**config.mk**
```make
export PLATFORM = sky130hd
export DESIGN_NAME = flash_phy_xex_seq
export DESIGN_NICKNAME = d
export VERILOG_FILES = /design/src/rtl/flash_phy_xex_seq_pkg.sv /design/src/rtl/flash_phy_xex_timer.sv /design/src/rtl/flash_phy_xex_seq.sv
export SDC_FILE = /design/constraint.sdc
export NUM_CORES = 1
export LEC_CHECK = 0
export ABC_CLOCK_PERIOD_IN_PS = 2900
export BUFFER_PORTS_ARGS = -buffer_cell sky130_fd_sc_hd__buf_2
export CORE_AREA = 5 5 184 319
export CTS_CLUSTER_DIAMETER = 80
export DETAILED_ROUTE_END_ITERATION = 8
export DIE_AREA = 0 0 189 324
export HOLD_SLACK_MARGIN = 0.03
export PLACE_DENSITY = 0.56
export SYNTH_ARGS = -nofsm -noshare
export SYNTH_HDL_FRONTEND = slang
export SYNTH_SLANG_ARGS = --single-unit
```
**constraint.sdc**
```tcl
create_clock -name clk_i -period 2.9 [get_ports clk_i]
set_clock_uncertainty 0.2 [all_clocks]
set_input_delay 0.29 -clock clk_i [delete_from_list [all_inputs] [get_ports clk_i]]
set_output_delay 0.29 -clock clk_i [all_outputs]
set_load 0.05 [all_outputs]
```
**src/rtl/flash_phy_xex_seq_pkg.sv**
```systemverilog
// Shared flash phy XEX definitions: sequencer state encoding, default widths,
// default watchdog limit and the cipher op-type encoding used by the scramble
// engine.
package flash_phy_xex_seq_pkg;

  // Default data block / mask width and bank-local word address width.
  localparam int XexDataWidth     = 64;
  localparam int XexBankAddrW     = 17;

  // Default watchdog limit, in cycles, for any single engine handshake.
  localparam int XexTimeoutCycles = 256;

  // Sequencer states.
  typedef enum logic [1:0] {
    IDLE = 2'd0,
    CALC = 2'd1,
    OP   = 2'd2,
    DONE = 2'd3
  } xex_state_e;

  // Cipher operation type as seen by the scramble engine.
  typedef enum logic {
    ScrambleOp   = 1'b0,
    DeScrambleOp = 1'b1
  } xex_op_e;

endpackage : flash_phy_xex_seq_pkg

```
**src/rtl/flash_phy_xex_timer.sv**
```systemverilog
// Saturating watchdog counter. clr_i has priority over en_i; expired_o is
// high while the count sits at Limit-1, where the counter stops.
module flash_phy_xex_timer #(
  parameter int Limit = 256
) (
  input  logic clk_i,
  input  logic rst_ni,
  input  logic clr_i,
  input  logic en_i,
  output logic expired_o
);

  localparam int CntW = (Limit > 2) ? $clog2(Limit) : 1;

  logic [CntW-1:0] count_q;

  assign expired_o = (count_q == CntW'(Limit - 1));

  // Count enabled cycles, clear on request, hold once expired.
  always_ff @(posedge clk_i or negedge rst_ni) begin
    if (!rst_ni) begin
      count_q <= '0;
    end else if (clr_i) begin
      count_q <= '0;
    end else if (en_i && !expired_o) begin
      count_q <= count_q + 1'b1;
    end
  end

endmodule : flash_phy_xex_timer

```
**src/rtl/flash_phy_xex_seq.sv**
```systemverilog
// Per-bank XEX sequencer in front of the shared flash scramble engine.
// A job is: fetch the GF address mask, pre-whiten (data ^ mask), run the
// block cipher, post-whiten (result ^ mask), return the result.
// A watchdog aborts any engine handshake that stalls for TimeoutCycles.
// Optional build macro FLASH_PHY_XEX_MASK_CACHE_EN keeps the last mask and
// its address so a repeat job to the same address skips the mask fetch.
//
// Handshakes: every *_req is held high, with its payload stable, until the
// matching *_ack is seen high on a clock edge; that edge is the transfer and
// the request drops on the following cycle. Acks are single-cycle pulses.
// ack_o and err_o are mutually exclusive one-cycle pulses ending a job.
module flash_phy_xex_seq
  import flash_phy_xex_seq_pkg::*;
#(
  parameter int DataWidth     = XexDataWidth,
  parameter int BankAddrW     = XexBankAddrW,
  parameter int TimeoutCycles = XexTimeoutCycles
) (
  input  logic                 clk_i,
  input  logic                 rst_ni,
  // job interface
  input  logic                 req_i,
  input  logic                 descramble_i,
  input  logic [BankAddrW-1:0] addr_i,
  input  logic [DataWidth-1:0] data_i,
  output logic                 ack_o,
  output logic [DataWidth-1:0] data_o,
  output logic                 err_o,
  // GF mask request to the scramble engine
  output logic                 calc_req_o,
  output logic [BankAddrW-1:0] calc_addr_o,
  input  logic                 calc_ack_i,
  input  logic [DataWidth-1:0] mask_i,
  // block cipher request to the scramble engine
  output logic                 op_req_o,
  output logic                 op_type_o,
  output logic [DataWidth-1:0] op_plain_o,
  output logic [DataWidth-1:0] op_scrambled_o,
  input  logic                 op_ack_i,
  input  logic [DataWidth-1:0] op_plain_i,
  input  logic [DataWidth-1:0] op_scrambled_i,
  // debug view of the sequencer state
  output xex_state_e           state_o
);

  xex_state_e           state_q;
  xex_op_e              op_q;
  logic [DataWidth-1:0] data_q;
  logic [DataWidth-1:0] mask_q;

  logic                 calc_done;
  logic                 op_done;
  logic                 wait_phase;
  logic                 timer_expired;
  logic                 timeout;
  logic                 cache_hit;
  logic [DataWidth-1:0] whiten_calc;
  logic [DataWidth-1:0] whiten_hit;
  logic [DataWidth-1:0] result_d;

  assign state_o   = state_q;
  assign op_type_o = op_q;

  assign calc_done  = (state_q == CALC) && calc_ack_i;
  assign op_done    = (state_q == OP)   && op_ack_i;
  assign wait_phase = (state_q == CALC) || (state_q == OP);
  // An ack on the expiry cycle still completes the handshake.
  assign timeout    = wait_phase && timer_expired && !calc_done && !op_done;

  // Pre-whitening with a freshly delivered mask, or with the cached one.
  assign whiten_calc = data_q ^ mask_i;
  assign whiten_hit  = data_i ^ mask_q;
  // Post-whitening: pick the cipher output matching the direction.
  assign result_d    = ((op_q == DeScrambleOp) ? op_plain_i : op_scrambled_i) ^ mask_q;

  // Counter restarts on every state entry and only runs while waiting.
  flash_phy_xex_timer #(
    .Limit (TimeoutCycles)
  ) u_timer (
    .clk_i     (clk_i),
    .rst_ni    (rst_ni),
    .clr_i     (!wait_phase || calc_done || op_done || timeout),
    .en_i      (wait_phase),
    .expired_o (timer_expired)
  );

`ifdef FLASH_PHY_XEX_MASK_CACHE_EN
  logic                 cache_valid_q;
  logic [BankAddrW-1:0] cache_addr_q;

  // Remember which address mask_q belongs to; forget it on a watchdog abort.
  always_ff @(posedge clk_i or negedge rst_ni) begin
    if (!rst_ni) begin
      cache_valid_q <= 1'b0;
      cache_addr_q  <= '0;
    end else if (timeout) begin
      cache_valid_q <= 1'b0;
    end else if (calc_done) begin
      cache_valid_q <= 1'b1;
      cache_addr_q  <= calc_addr_o;
    end
  end

  assign cache_hit = cache_valid_q && (cache_addr_q == addr_i);
`else
  assign cache_hit = 1'b0;
`endif

  // Sequencer FSM with registered engine requests, results and status.
  always_ff @(posedge clk_i or negedge rst_ni) begin
    if (!rst_ni) begin
      state_q        <= IDLE;
      op_q           <= ScrambleOp;
      data_q         <= '0;
      mask_q         <= '0;
      ack_o          <= 1'b0;
      err_o          <= 1'b0;
      data_o         <= '0;
      calc_req_o     <= 1'b0;
      calc_addr_o    <= '0;
      op_req_o       <= 1'b0;
      op_plain_o     <= '0;
      op_scrambled_o <= '0;
    end else begin
      ack_o <= 1'b0;
      err_o <= 1'b0;
      unique case (state_q)
        IDLE: begin
          // Job inputs are captured here only; later changes are ignored.
          if (req_i) begin
            data_q <= data_i;
            op_q   <= descramble_i ? DeScrambleOp : ScrambleOp;
            if (cache_hit) begin
              state_q        <= OP;
              op_req_o       <= 1'b1;
              op_plain_o     <= descramble_i ? '0 : whiten_hit;
              op_scrambled_o <= descramble_i ? whiten_hit : '0;
            end else begin
              state_q     <= CALC;
              calc_req_o  <= 1'b1;
              calc_addr_o <= addr_i;
            end
          end
        end
        CALC: begin
          if (calc_ack_i) begin
            state_q        <= OP;
            mask_q         <= mask_i;
            calc_req_o     <= 1'b0;
            op_req_o       <= 1'b1;
            op_plain_o     <= (op_q == DeScrambleOp) ? '0 : whiten_calc;
            op_scrambled_o <= (op_q == DeScrambleOp) ? whiten_calc : '0;
          end else if (timeout) begin
            state_q    <= IDLE;
            calc_req_o <= 1'b0;
            err_o      <= 1'b1;
          end
        end
        OP: begin
          if (op_ack_i) begin
            state_q        <= DONE;
            op_req_o       <= 1'b0;
            op_plain_o     <= '0;
            op_scrambled_o <= '0;
            data_o         <= result_d;
            ack_o          <= 1'b1;
          end else if (timeout) begin
            state_q        <= IDLE;
            op_req_o       <= 1'b0;
            op_plain_o     <= '0;
            op_scrambled_o <= '0;
            err_o          <= 1'b1;
          end
        end
        DONE: begin
          // Guarantees one idle cycle even if req_i stays high.
          state_q <= IDLE;
        end
        default: begin
          state_q <= IDLE;
        end
      endcase
    end
  end

endmodule : flash_phy_xex_seq
```
==> impl_metrics.xml, run 1 <==
<?xml version="1.0" encoding="UTF-8"?>
<metrics>
  <group name="clocking">
    <metric name="clock_tree.root_cell" unit="">clkbuf_16</metric>
    <metric name="tritoncts" unit="">done</metric>
    <metric name="cts_hold_buffers" unit="">276</metric>
    <metric name="cts_sinks" unit="">352</metric>
    <metric name="cts.path.max_buffers" unit="">3</metric>
    <metric name="cts-resized-gates" unit="">0</metric>
    <metric name="cts.clk_slew.worst_paths" unit="ns">0.06</metric>
    <metric name="worst_skew_pair.late_latency" unit="ns">0.53</metric>
    <metric name="number_of_buffers_inserted_during_clock_tree_synthesis" unit="">37</metric>
    <metric name="post_cts.repair.setup_buffers" unit="">0</metric>
    <metric name="cts.htree.levels" unit="">2</metric>
  </group>
  <group name="sta">
    <metric name="final.min_clock_period" unit="ns">2.628</metric>
    <metric name="max_clock_freq" unit="MHz">380.5</metric>
    <metric name="grt_setup_unrepaired" unit="">false</metric>
    <metric name="worst_pin_slew" unit="ns">1.007</metric>
    <metric name="final_hold_fails" unit="">0</metric>
    <metric name="slew_headroom" unit="%">32.85</metric>
    <metric name="finalCritPeriodShare" unit="%">90.62</metric>
    <metric name="setup-violations-final" unit="">0</metric>
    <metric name="final_max_slew_viol_count" unit="">0</metric>
    <metric name="fin_tns_setup" unit="ns">0</metric>
  </group>
  <group name="final_layout">
    <metric name="final_util" unit="%">39.39</metric>
    <metric name="fraction_of_layout_cells_with_a_size_suffix_above_1" unit="%">38.81</metric>
    <metric name="most-common-layout-cells" unit="">buf_2 (493), dfrtp_1 (351), dlygate4sd3_1 (276)</metric>
    <metric name="layout.nets" unit="">2134</metric>
    <metric name="final_cell_area_excluding_filler_cells" unit="mm^2">0.02205</metric>
    <metric name="mostFrequentLayoutCell" unit="">buf_2</metric>
    <metric name="area.growth.synth_to_final" unit="%">47.78</metric>
  </group>
  <group name="drt">
    <metric name="postRouteAntennaNets" unit="">0</metric>
    <metric name="pre_repair_dr_iteration_count" unit="">5</metric>
    <metric name="route.final.wire_length" unit="um">50030</metric>
    <metric name="route.detailed.vias_per_inst" unit="">4.542</metric>
    <metric name="drc" unit="">0</metric>
    <metric name="routedWlPerCell" unit="um">19.40</metric>
    <metric name="drt_iter0_drc" unit="">374</metric>
    <metric name="via_count" unit="">11710</metric>
  </group>
  <group name="global_routing">
    <metric name="grt_first_pass_wirelength" unit="um">75860</metric>
    <metric name="grt_antenna_before_repair" unit="">4</metric>
    <metric name="pin_count_of_the_biggest_net_entering_global_routing" unit="">132</metric>
    <metric name="first_global_vias" unit="">13130</metric>
    <metric name="grt_overflow" unit="">0</metric>
    <metric name="grt_use_total" unit="%">15.88</metric>
  </group>
  <group name="die">
    <metric name="std_cell_rows" unit="">115</metric>
    <metric name="chipWidth" unit="um">189</metric>
    <metric name="floorplan.core_area" unit="mm^2">0.05597</metric>
    <metric name="boundaryPins" unit="">495</metric>
    <metric name="start_util" unit="%">26.65</metric>
    <metric name="die_height" unit="um">324</metric>
    <metric name="die_area" unit="mm^2">0.06124</metric>
  </group>
  <group name="critical_path">
    <metric name="timing.critical_path.from_type" unit="">flop</metric>
    <metric name="timing.rr.end" unit="">data_o[12]</metric>
    <metric name="reg2reg_depth" unit="">5</metric>
    <metric name="worst_setup_path_startpoint" unit="">op_type_o</metric>
    <metric name="critPathArrivalTime" unit="ns">2.81</metric>
    <metric name="critPathMaxFanout" unit="">24</metric>
    <metric name="worstReg2RegStart" unit="">op_type_o</metric>
    <metric name="crit_path_end_kind" unit="">flop</metric>
    <metric name="timing.critical_path.to" unit="">data_o[12]</metric>
    <metric name="worst-setup-path-type" unit="">reg2reg</metric>
    <metric name="r2r_setup_slack" unit="ns">0.27</metric>
    <metric name="cp.required" unit="ns">3.08</metric>
  </group>
  <group name="flow_run">
    <metric name="max_cap_viol_count" unit="">0</metric>
  </group>
  <group name="logic_synthesis">
    <metric name="syn-cell-area" unit="mm^2">0.01492</metric>
    <metric name="syn_area_per_cell" unit="um^2">13.71</metric>
    <metric name="netlist_instances" unit="">1088</metric>
    <metric name="synth_seq_area_share" unit="%">59.04</metric>
    <metric name="yosysUniqueCellTypes" unit="">43</metric>
    <metric name="synthesis.nets" unit="">1372</metric>
    <metric name="synth-seq-cells" unit="">352</metric>
    <metric name="yosys_warns" unit="">0</metric>
  </group>
  <group name="power">
    <metric name="worst_vdd_ir" unit="mV">0.6127</metric>
    <metric name="power.density" unit="mW/mm^2">1126</metric>
    <metric name="power.total" unit="W">0.02482</metric>
    <metric name="power.static_leakage" unit="nW">10.50</metric>
  </group>
  <group name="hold_path">
    <metric name="hold_path_class" unit="">in2reg</metric>
  </group>
  <group name="placed_design">
    <metric name="post-dp-hpwl" unit="um">33820</metric>
    <metric name="weighted_congestion_at_the_end_of_routability_driven_global_placement" unit="">0.8435</metric>
    <metric name="postPlaceCellArea" unit="mm^2">0.01805</metric>
    <metric name="port_buffers" unit="">494</metric>
  </group>
  <group name="run_status">
    <metric name="status" unit="">finished, final reports clean</metric>
  </group>
</metrics>
-- registers in the layout, summed over array words and instances, names as in the netlist --
register         count
calc_addr_o         17
op_plain_o          64
op_req_o             1
state_o              2
calc_req_o           1
u_timer.count_q      8
mask_q              64
err_o                1
op_type_o            1
op_scrambled_o      64
data_o              64
data_q              64
ack_o                1
-- kinds of logic after synthesis --
family	after synthesis	synth area share, %
flip-flops	352	59.04
adder cells (fa/ha/maj)	5	0.4193
buffers and inverters	72	3.749
multiplexers	210	15.31
AO/OA/AOI/OAI	209	10.60
XOR/XNOR	133	7.808
AND/OR/NAND/NOR	107	3.069
-- worst min-delay path by stage --
stage                       startpoint          to  slack, ns  depth (start not counted)
floorplan                       rst_ni       ack_o      -0.21                          0
global placement                rst_ni  data_q[39]       0.11                          1
detailed placement              rst_ni  data_q[39]       0.11                          1
CTS                 op_scrambled_i[44]  data_o[44]       0.03                          4
global route        op_scrambled_i[44]  data_o[44]       0.07                          4
finish              op_scrambled_i[44]  data_o[44]       0.05                          4
-- report_power, final --
part           switching [W]  internal [W]  leakage, nW
Clock                0.00197       0.00288        0.608
Combinational        0.00750       0.00413         5.49
Sequential           0.00135       0.00699         4.40
-- Yosys cell counts, drive strengths merged --
cell type | n | area share [%]
nand4 | 4 | 0.17
o21ai | 64 | 2.1
and3 | 3 | 0.13
a31oi | 3 | 0.23
nand2 | 74 | 1.9
nand2b | 3 | 0.18
o21a | 1 | 0.050
xor2 | 67 | 3.9
dfrtp | 352 | 59
mux2 | 146 | 11
o2bb2ai | 128 | 7.5
dlymetal6s2s | 1 | 0.084
o311ai | 1 | 0.059
inv | 5 | 0.13
o22ai | 1 | 0.042
a211oi | 1 | 0.050
clkbuf | 25 | 0.63
a32oi | 1 | 0.059
mux2i | 64 | 4.3
and2 | 1 | 0.042
nor2b | 1 | 0.042
a21oi | 5 | 0.17
nand3 | 4 | 0.13
nor3 | 2 | 0.067
xnor2 | 66 | 3.9
buf | 35 | 2.6
and4 | 1 | 0.059
or3 | 2 | 0.084
dlygate4sd1 | 6 | 0.35
a31o | 1 | 0.12
a41oi | 1 | 0.059
nor2 | 12 | 0.30
o31ai | 1 | 0.050
a22o | 1 | 0.059
ha | 5 | 0.42
-- layout make-up --
type | instances | area, um^2
clock inverter | 7 | 92.59
multi-input combinational | 664 | 5592
tap | 702 | 878.3
fill | 5272 | 33930
timing repair buffer | 790 | 5508
antenna | 4 | 10.01
clock buffer | 55 | 1136
sequential | 352 | 8812
inverter | 5 | 18.77
-- through the flow --
| stage | hold WS, ns | cells | setup WS (ns) |
|---|---|---|---|
| floorplan | -0.2056 | 1088 | 0.2686 |
| global placement | 0.1135 | 2237 | 0.4034 |
| detailed placement | 0.1140 | 2237 | 0.3281 |
| CTS | 0.03183 | 2575 | 0.2678 |
| global route | 0.07418 | 2577 | 0.1412 |
| finish | 0.04548 | 2579 | 0.2722 |
-- worst max-delay path, stage by stage, from the launching register on --
cell,delay [ns]
dfrtp_4,0.69
buf_4,0.47
mux2i_1,0.27
dlygate4sd3_1,0.60
xor2_1,0.15
o21ai_0,0.08
-- routing by layer --
metal / wire length (um) / track usage [%] / vias to the layer above
li1: - / - / 5416
met1: 19320 / 18.06 / 5766
met2: 25480 / 28.30 / 428
met3: 3017 / 3.628 / 104
met4: 2209 / 7.308 / 0
met5: 0 / 0 / -
Note: power is estimated with default switching activity, not from simulation.
==> run 2: changes to the inputs <==
--- a/config.mk
+++ b/config.mk
@@ -13,6 +13,7 @@
 export DIE_AREA = 0 0 189 324
 export HOLD_SLACK_MARGIN = 0.03
 export PLACE_DENSITY = 0.56
+export SETUP_SLACK_MARGIN = 0.4
 export SYNTH_ARGS = -nofsm -noshare
 export SYNTH_HDL_FRONTEND = slang
 export SYNTH_SLANG_ARGS = --single-unit
==> impl_metrics.xml, run 2 (synthesized netlist as in run 1, its figures left out) <==
<?xml version="1.0" encoding="UTF-8"?>
<metrics>
  <group name="sta">
    <metric name="final.setup.worst_slack" unit="ns">0.4784</metric>
    <metric name="final.min_clock_period" unit="ns">2.422</metric>
    <metric name="max_clock_freq" unit="MHz">413.0</metric>
    <metric name="slew_headroom" unit="%">57.91</metric>
    <metric name="worst_hold_margin" unit="ns">0.05383</metric>
    <metric name="final_hold_fails" unit="">0</metric>
    <metric name="fin_tns_setup" unit="ns">0</metric>
    <metric name="grt_setup_unrepaired" unit="">false</metric>
    <metric name="setup-violations-final" unit="">0</metric>
    <metric name="finalCritPeriodShare" unit="%">83.50</metric>
    <metric name="final_max_slew_viol_count" unit="">0</metric>
    <metric name="worst_pin_slew" unit="ns">0.6314</metric>
  </group>
  <group name="power">
    <metric name="power.share.switching" unit="%">43.78</metric>
    <metric name="internal-power" unit="W">0.01404</metric>
    <metric name="pwr-share-seq" unit="%">33.2</metric>
    <metric name="share_clk_of_total_power" unit="%">19.2</metric>
    <metric name="power.static_leakage" unit="nW">10.52</metric>
    <metric name="power.density" unit="mW/mm^2">1130</metric>
    <metric name="worst_vdd_ir" unit="mV">0.7030</metric>
    <metric name="power.combinational.fraction" unit="%">47.6</metric>
    <metric name="total_switching_power" unit="W">0.01094</metric>
  </group>
  <group name="drt">
    <metric name="route.detailed.vias_per_inst" unit="">4.546</metric>
    <metric name="postRouteAntennaNets" unit="">0</metric>
    <metric name="pre_repair_dr_iteration_count" unit="">4</metric>
    <metric name="drc" unit="">0</metric>
    <metric name="drt_iter0_drc" unit="">357</metric>
    <metric name="via_count" unit="">11730</metric>
    <metric name="route.final.wire_length" unit="um">50030</metric>
    <metric name="routedWlPerCell" unit="um">19.38</metric>
  </group>
  <group name="final_layout">
    <metric name="mostFrequentLayoutCell" unit="">buf_2</metric>
    <metric name="fillerInstances" unit="">5304</metric>
    <metric name="area.growth.synth_to_final" unit="%">48.17</metric>
    <metric name="total_area_of_multi_input_combinational_cells" unit="mm^2">0.005612</metric>
    <metric name="layout.nets" unit="">2140</metric>
    <metric name="most-common-layout-cells" unit="">buf_2 (493), dfrtp_1 (349), dlygate4sd3_1 (266)</metric>
    <metric name="antennaDiodeCount" unit="">0</metric>
    <metric name="final_util" unit="%">39.49</metric>
    <metric name="flip_flop_and_latch_area" unit="mm^2">0.008815</metric>
    <metric name="fraction_of_layout_cells_with_a_size_suffix_above_1" unit="%">39.86</metric>
    <metric name="final-instance-count-excl-fill" unit="">2581</metric>
  </group>
  <group name="die">
    <metric name="boundaryPins" unit="">495</metric>
    <metric name="die_height" unit="um">324</metric>
    <metric name="chipWidth" unit="um">189</metric>
    <metric name="floorplan.core_area" unit="mm^2">0.05597</metric>
    <metric name="die_area" unit="mm^2">0.06124</metric>
    <metric name="std_cell_rows" unit="">115</metric>
    <metric name="start_util" unit="%">26.65</metric>
  </group>
  <group name="critical_path">
    <metric name="timing.rr.end" unit="">op_plain_o[61]</metric>
    <metric name="worstReg2RegStart" unit="">state_o[1]</metric>
    <metric name="crit_path_end_kind" unit="">flop</metric>
    <metric name="cp.required" unit="ns">3.13</metric>
    <metric name="worst-setup-path-type" unit="">reg2reg</metric>
    <metric name="r2r_setup_slack" unit="ns">0.48</metric>
    <metric name="timing.critical_path.from_type" unit="">flop</metric>
    <metric name="critPathArrivalTime" unit="ns">2.65</metric>
    <metric name="critPathMaxFanout" unit="">9</metric>
    <metric name="reg2reg_depth" unit="">9</metric>
  </group>
  <group name="flow_run">
    <metric name="max_cap_viol_count" unit="">0</metric>
  </group>
  <group name="run_status">
    <metric name="status" unit="">finished, final reports clean</metric>
  </group>
  <group name="clocking">
    <metric name="worst_skew_pair.late_latency" unit="ns">0.52</metric>
    <metric name="cts_sinks" unit="">352</metric>
    <metric name="cts.path.max_buffers" unit="">3</metric>
    <metric name="clock_tree.root_cell" unit="">clkbuf_16</metric>
    <metric name="cts.clk_slew.worst_paths" unit="ns">0.06</metric>
    <metric name="cts.htree.levels" unit="">2</metric>
    <metric name="number_of_buffers_inserted_during_clock_tree_synthesis" unit="">35</metric>
    <metric name="tritoncts" unit="">done</metric>
  </group>
  <group name="placed_design">
    <metric name="port_buffers" unit="">494</metric>
    <metric name="weighted_congestion_at_the_end_of_routability_driven_global_placement" unit="">0.8110</metric>
    <metric name="post-place-ws" unit="ns">0.3776</metric>
    <metric name="dp_cells" unit="">2249</metric>
    <metric name="post-dp-hpwl" unit="um">34420</metric>
  </group>
  <group name="hold_path">
    <metric name="min_from" unit="">op_scrambled_i[53]</metric>
    <metric name="hold_path_class" unit="">in2reg</metric>
    <metric name="min_delay_path_depth" unit="">4</metric>
    <metric name="hold_path_sink" unit="">data_o[53]</metric>
  </group>
  <group name="global_routing">
    <metric name="grt_overflow" unit="">0</metric>
    <metric name="grt_use_total" unit="%">15.61</metric>
    <metric name="first_global_vias" unit="">12740</metric>
    <metric name="grt_antenna_before_repair" unit="">1</metric>
    <metric name="pin_count_of_the_biggest_net_entering_global_routing" unit="">132</metric>
    <metric name="grt_first_pass_wirelength" unit="um">75130</metric>
  </group>
</metrics>
==> run 2: power by group through the flow <==
| stage | clock [W] | combinational [W] | sequential, W |
|---|---|---|---|
| after floorplan | 0 | 0.00464 | 0.0120 |
| after global placement | 0 | 0.0111 | 0.00837 |
| after detailed placement | 0 | 0.0113 | 0.00843 |
| after CTS | 0.00498 | 0.0119 | 0.00838 |
| after global routing | 0.00515 | 0.0126 | 0.00856 |
| final | 0.00479 | 0.0119 | 0.00830 |
==> run 2: worst max-delay path by stage <==
stage                               endpoint  slack, ns        from
final                         op_plain_o[61]       0.48  state_o[1]
after global placement        op_plain_o[22]       0.45  state_o[0]
after CTS                 op_scrambled_o[42]       0.41  state_o[0]
after floorplan           op_scrambled_o[62]       0.45  state_o[0]
after detailed placement      op_plain_o[24]       0.38  state_o[0]
after global routing          op_plain_o[50]       0.40  state_o[1]
==> run 2: per-layer routing <==
metal | track usage (%) | share of wire [%]
met1 | 17.61 | 38
met2 | 28.71 | 52
met3 | 2.939 | 5.4
met4 | 6.660 | 4.2
met5 | 0 | 0
==> run 2: worst max-delay path: stages (launching register included) <==
cell	delay, ns
dfrtp_2	0.43
inv_1	0.15
ha_4	0.24
and3_2	0.25
a31o_4	0.26
a31oi_4	0.20
buf_12	0.19
buf_4	0.14
buf_4	0.16
o2bb2ai_1	0.13
==> run 2: cell type report <==
| class | instances | share of cell area (%) |
|---|---|---|
| multi-input cells | 664 | 25.38 |
| inverters | 5 | 0.09622 |
| well taps | 702 | 3.973 |
| flip-flops and latches | 352 | 39.87 |
| repair buffers | 798 | 25.31 |
| clock inverters | 13 | 0.9113 |
| clock buffers | 47 | 4.449 |
==> run 2: timing repair <==
item,in CTS,in global routing
endpoints found under the hold margin,443,0
buffers inserted,4,1
hold buffers,266,0
cloned,1,0
endpoints found under the setup margin,44,70
resized for setup,5,4
==> run 2: metrics by stage <==
step | power, W | cell area, um^2
after floorplan | 0.01660 | 14920
after CTS | 0.02530 | 22100
after detailed placement | 0.01976 | 18160
after global placement | 0.01948 | 18160
after global routing | 0.02632 | 22110
final | 0.02498 | 22110
==> run 3: changes to the inputs <==
--- a/config.mk
+++ b/config.mk
@@ -5,14 +5,15 @@
 export SDC_FILE = /design/constraint.sdc
 export NUM_CORES = 1
 export LEC_CHECK = 0
-export ABC_CLOCK_PERIOD_IN_PS = 2900
+export ABC_AREA = 1
+export ABC_CLOCK_PERIOD_IN_PS = 2100
 export BUFFER_PORTS_ARGS = -buffer_cell sky130_fd_sc_hd__buf_2
-export CORE_AREA = 5 5 184 319
+export CORE_AREA = 5 5 188 327
 export CTS_CLUSTER_DIAMETER = 80
 export DETAILED_ROUTE_END_ITERATION = 8
-export DIE_AREA = 0 0 189 324
+export DIE_AREA = 0 0 193 332
 export HOLD_SLACK_MARGIN = 0.03
-export PLACE_DENSITY = 0.56
+export PLACE_DENSITY = 0.57
 export SETUP_SLACK_MARGIN = 0.4
 export SYNTH_ARGS = -nofsm -noshare
 export SYNTH_HDL_FRONTEND = slang
==> constraint.sdc (replaced) <==
create_clock -name clk_i -period 2.1 [get_ports clk_i]
set_clock_uncertainty 0.2 [all_clocks]
set_input_delay 0.21 -clock clk_i [delete_from_list [all_inputs] [get_ports clk_i]]
set_output_delay 0.21 -clock clk_i [all_outputs]
set_load 0.05 [all_outputs]
==> impl_metrics.xml, run 3 <==
<?xml version="1.0" encoding="UTF-8"?>
<metrics>
  <group name="run_status">
    <metric name="status" unit="">finished, final reports clean</metric>
  </group>
  <group name="global_routing">
    <metric name="pin_count_of_the_biggest_net_entering_global_routing" unit="">82</metric>
    <metric name="grt_antenna_before_repair" unit="">0</metric>
    <metric name="first_global_vias" unit="">16090</metric>
    <metric name="grt_first_pass_wirelength" unit="um">91380</metric>
    <metric name="grt_overflow" unit="">0</metric>
    <metric name="grt_use_total" unit="%">18.24</metric>
  </group>
  <group name="sta">
    <metric name="fin_tns_setup" unit="ns">0</metric>
    <metric name="worst_pin_slew" unit="ns">0.5893</metric>
    <metric name="setup-violations-final" unit="">0</metric>
    <metric name="max_clock_freq" unit="MHz">507.6</metric>
    <metric name="final.min_clock_period" unit="ns">1.970</metric>
    <metric name="finalCritPeriodShare" unit="%">93.81</metric>
    <metric name="slew_headroom" unit="%">60.72</metric>
    <metric name="grt_setup_unrepaired" unit="">true</metric>
    <metric name="final_max_slew_viol_count" unit="">0</metric>
    <metric name="final_hold_fails" unit="">0</metric>
  </group>
  <group name="clocking">
    <metric name="cts.htree.levels" unit="">2</metric>
    <metric name="number_of_buffers_inserted_during_clock_tree_synthesis" unit="">38</metric>
    <metric name="clock_tree.root_cell" unit="">clkbuf_16</metric>
    <metric name="cts.clk_slew.worst_paths" unit="ns">0.06</metric>
    <metric name="cts_sinks" unit="">352</metric>
    <metric name="worst_skew_pair.late_latency" unit="ns">0.55</metric>
    <metric name="cts.path.max_buffers" unit="">3</metric>
    <metric name="tritoncts" unit="">done</metric>
  </group>
  <group name="critical_path">
    <metric name="critPathMaxFanout" unit="">21</metric>
    <metric name="crit_chain" unit="">inv_4 -&gt; ha_4 -&gt; inv_2 -&gt; a21oi_2 -&gt; nand3_2 -&gt; nand2_2 -&gt; nand2_4 -&gt; buf_12 -&gt; buf_12 -&gt; nand2_1 -&gt; nand2_1</metric>
    <metric name="slowest_delay" unit="ns">0.43</metric>
    <metric name="cp.required" unit="ns">2.31</metric>
    <metric name="critPathSlowestCell" unit="">dfrtp_2</metric>
    <metric name="crit_path_end_kind" unit="">flop</metric>
    <metric name="worst_path_dominant_cell_family" unit="">flip-flops</metric>
    <metric name="timing.critical_path.from_type" unit="">flop</metric>
    <metric name="critPathBufInv" unit="">4</metric>
    <metric name="critPathArrivalTime" unit="ns">2.18</metric>
    <metric name="worst-setup-path-type" unit="">reg2reg</metric>
  </group>
  <group name="power">
    <metric name="worst_vdd_ir" unit="mV">0.8488</metric>
    <metric name="power.density" unit="mW/mm^2">1584</metric>
    <metric name="power.static_leakage" unit="nW">12.94</metric>
  </group>
  <group name="final_layout">
    <metric name="fraction_of_layout_cells_with_a_size_suffix_above_1" unit="%">25.03</metric>
    <metric name="area.growth.synth_to_final" unit="%">50.08</metric>
    <metric name="mostFrequentLayoutCell" unit="">nand2_1</metric>
    <metric name="layout.nets" unit="">2893</metric>
    <metric name="most-common-layout-cells" unit="">nand2_1 (799), buf_2 (492), dfrtp_1 (349)</metric>
    <metric name="final_cell_area_excluding_filler_cells" unit="mm^2">0.02346</metric>
  </group>
  <group name="flow_run">
    <metric name="max_cap_viol_count" unit="">0</metric>
  </group>
  <group name="die">
    <metric name="std_cell_rows" unit="">118</metric>
    <metric name="boundaryPins" unit="">495</metric>
    <metric name="die_area" unit="mm^2">0.06408</metric>
    <metric name="floorplan.core_area" unit="mm^2">0.05861</metric>
    <metric name="start_util" unit="%">26.67</metric>
    <metric name="die_height" unit="um">332</metric>
    <metric name="chipWidth" unit="um">193</metric>
  </group>
  <group name="placed_design">
    <metric name="weighted_congestion_at_the_end_of_routability_driven_global_placement" unit="">0.8686</metric>
    <metric name="post-dp-hpwl" unit="um">42490</metric>
    <metric name="port_buffers" unit="">494</metric>
    <metric name="postPlaceCellArea" unit="mm^2">0.01936</metric>
  </group>
  <group name="logic_synthesis">
    <metric name="asyncSetResetFlopFracSynth" unit="%">100.0</metric>
    <metric name="post_synth_fa_ha_maj_area_fraction" unit="%">0.4002</metric>
    <metric name="synth_seq_area_share" unit="%">56.35</metric>
    <metric name="syn-cell-area" unit="mm^2">0.01563</metric>
    <metric name="yosys_warns" unit="">0</metric>
    <metric name="area_contributors_post_synth" unit="">dfrtp_1 (56%), nand2_1 (19%), xor2_1 (6.7%)</metric>
    <metric name="netlist_instances" unit="">1834</metric>
    <metric name="yosysUniqueCellTypes" unit="">25</metric>
    <metric name="synthesis.nets" unit="">2118</metric>
    <metric name="yosys-mux-area-fraction" unit="%">0.5763</metric>
    <metric name="synth-compound-area-share" unit="%">4.058</metric>
    <metric name="synth-seq-cells" unit="">352</metric>
    <metric name="synth_top_area_cell" unit="">dfrtp_1</metric>
    <metric name="synth_top_family_by_area" unit="">simple AND/OR/NAND/NOR gates</metric>
    <metric name="yosys-top-cells-count" unit="">nand2_1 (804), dfrtp_1 (352), nand3_1 (141), xor2_1 (120), inv_1 (80)</metric>
    <metric name="synth_simple_gate_area_share" unit="%">26.21</metric>
    <metric name="synthDominantCellAreaShare" unit="%">56.35</metric>
    <metric name="post-synth-top-count-cell" unit="">nand2_1</metric>
    <metric name="synth-edff-count" unit="">0</metric>
    <metric name="syn_area_per_cell" unit="um^2">8.524</metric>
    <metric name="synth-main-ff-cell" unit="">dfrtp_1</metric>
    <metric name="synth_xor_area_share" unit="%">7.171</metric>
  </group>
  <group name="drt">
    <metric name="postRouteAntennaNets" unit="">0</metric>
    <metric name="drt_iter0_drc" unit="">605</metric>
    <metric name="routedWlPerCell" unit="um">17.82</metric>
    <metric name="pre_repair_dr_iteration_count" unit="">7</metric>
    <metric name="route.detailed.vias_per_inst" unit="">4.474</metric>
    <metric name="drc" unit="">0</metric>
    <metric name="via_count" unit="">15290</metric>
    <metric name="route.final.wire_length" unit="um">60920</metric>
  </group>
  <group name="hold_path">
    <metric name="hold_path_class" unit="">in2async</metric>
  </group>
</metrics>
## run 3: changes by cell type in the layout (fill, tap and decap cells not counted), sizes merged, moves of 64 or more
cell | previous run | this run
nand2 | 74 | 806
mux2 | 146 | 8
nand3 | 4 | 142
o2bb2ai | 128 | 0
inv | 5 | 85
nor2 | 12 | 79
mux2i | 64 | 0
## run 3: cell type report
cell class	count	area [um^2]
diodes	1	2.502
clock buffers	50	1047
clock inverters	18	175.2
fillers	5768	35150
inverters	82	317.8
multi-input cells	1300	6073
flip-flops and latches	352	8815
well taps	780	975.9
repair buffers	835	6055
## run 3: per-stage QoR
step	cells	hold slack [ns]	util, %	worst slack [ns]	power (W)
detailed placement	3068	0.01475	33.03	0.02728	0.02987
global route	3417	0.03496	40.02	0.02949	0.03941
CTS	3413	0.009998	39.90	0.1036	0.03735
floorplan	1834	-0.2856	-	0.08905	0.02410
global placement	3068	0.01723	33.03	0.1057	0.02956
finish	3418	0.01287	40.03	0.1300	0.03717
## run 3: cell families (layout without fill, tap and decap cells)
| group | after synthesis | in the layout |
|---|---|---|
| AND/OR/NAND/NOR | 1033 | 1033 |
| flip-flops | 352 | 352 |
| buffers and inverters | 182 | 985 |
| XOR/XNOR | 128 | 128 |
| AO/OA/AOI/OAI | 126 | 126 |
| multiplexers | 8 | 8 |
| adder cells (fa/ha/maj) | 5 | 5 |
| other | 0 | 1 |
## run 3: timing repair
item,in CTS,in global routing
hold buffers,271,0
cloned,0,1
resized for setup,11,6
buffers inserted,6,3
pin swaps,2,2
hold endpoints to repair,694,0
setup endpoints to repair,260,292
## run 3: final timing paths
kind / startpoint / end / slack, ns / cells after the start
max: state_o[0] / op_scrambled_o[30] / 0.13 / 11
max in group asynchronous: rst_ni / data_o[37] / 0.92 / 3
min in group clk_i: op_scrambled_i[28] / data_o[28] / 0.06 / 5
min: rst_ni / ack_o / 0.01 / 2
min reg2reg: op_scrambled_o[24] / op_scrambled_o[24] / 0.27 / 2
max reg2reg: state_o[0] / op_scrambled_o[30] / 0.13 / 11
## run 3: per-layer routing
layer	routed length, um	vias to the layer above	GRT usage, %
met4	3001	0	8.684
met1	22390	7232	19.96
met3	4169	167	3.764
li1	-	7230	-
met2	31360	663	33.08
met5	0	-	0
## run 3: where the power goes
group          internal [W]  leakage (nW)  switching (W)  total, W
Clock               0.00380         0.588        0.00288   0.00668
Sequential          0.00969          4.44        0.00173    0.0114
Combinational       0.00532          7.91         0.0138    0.0191
Total                0.0188          12.9         0.0184    0.0372
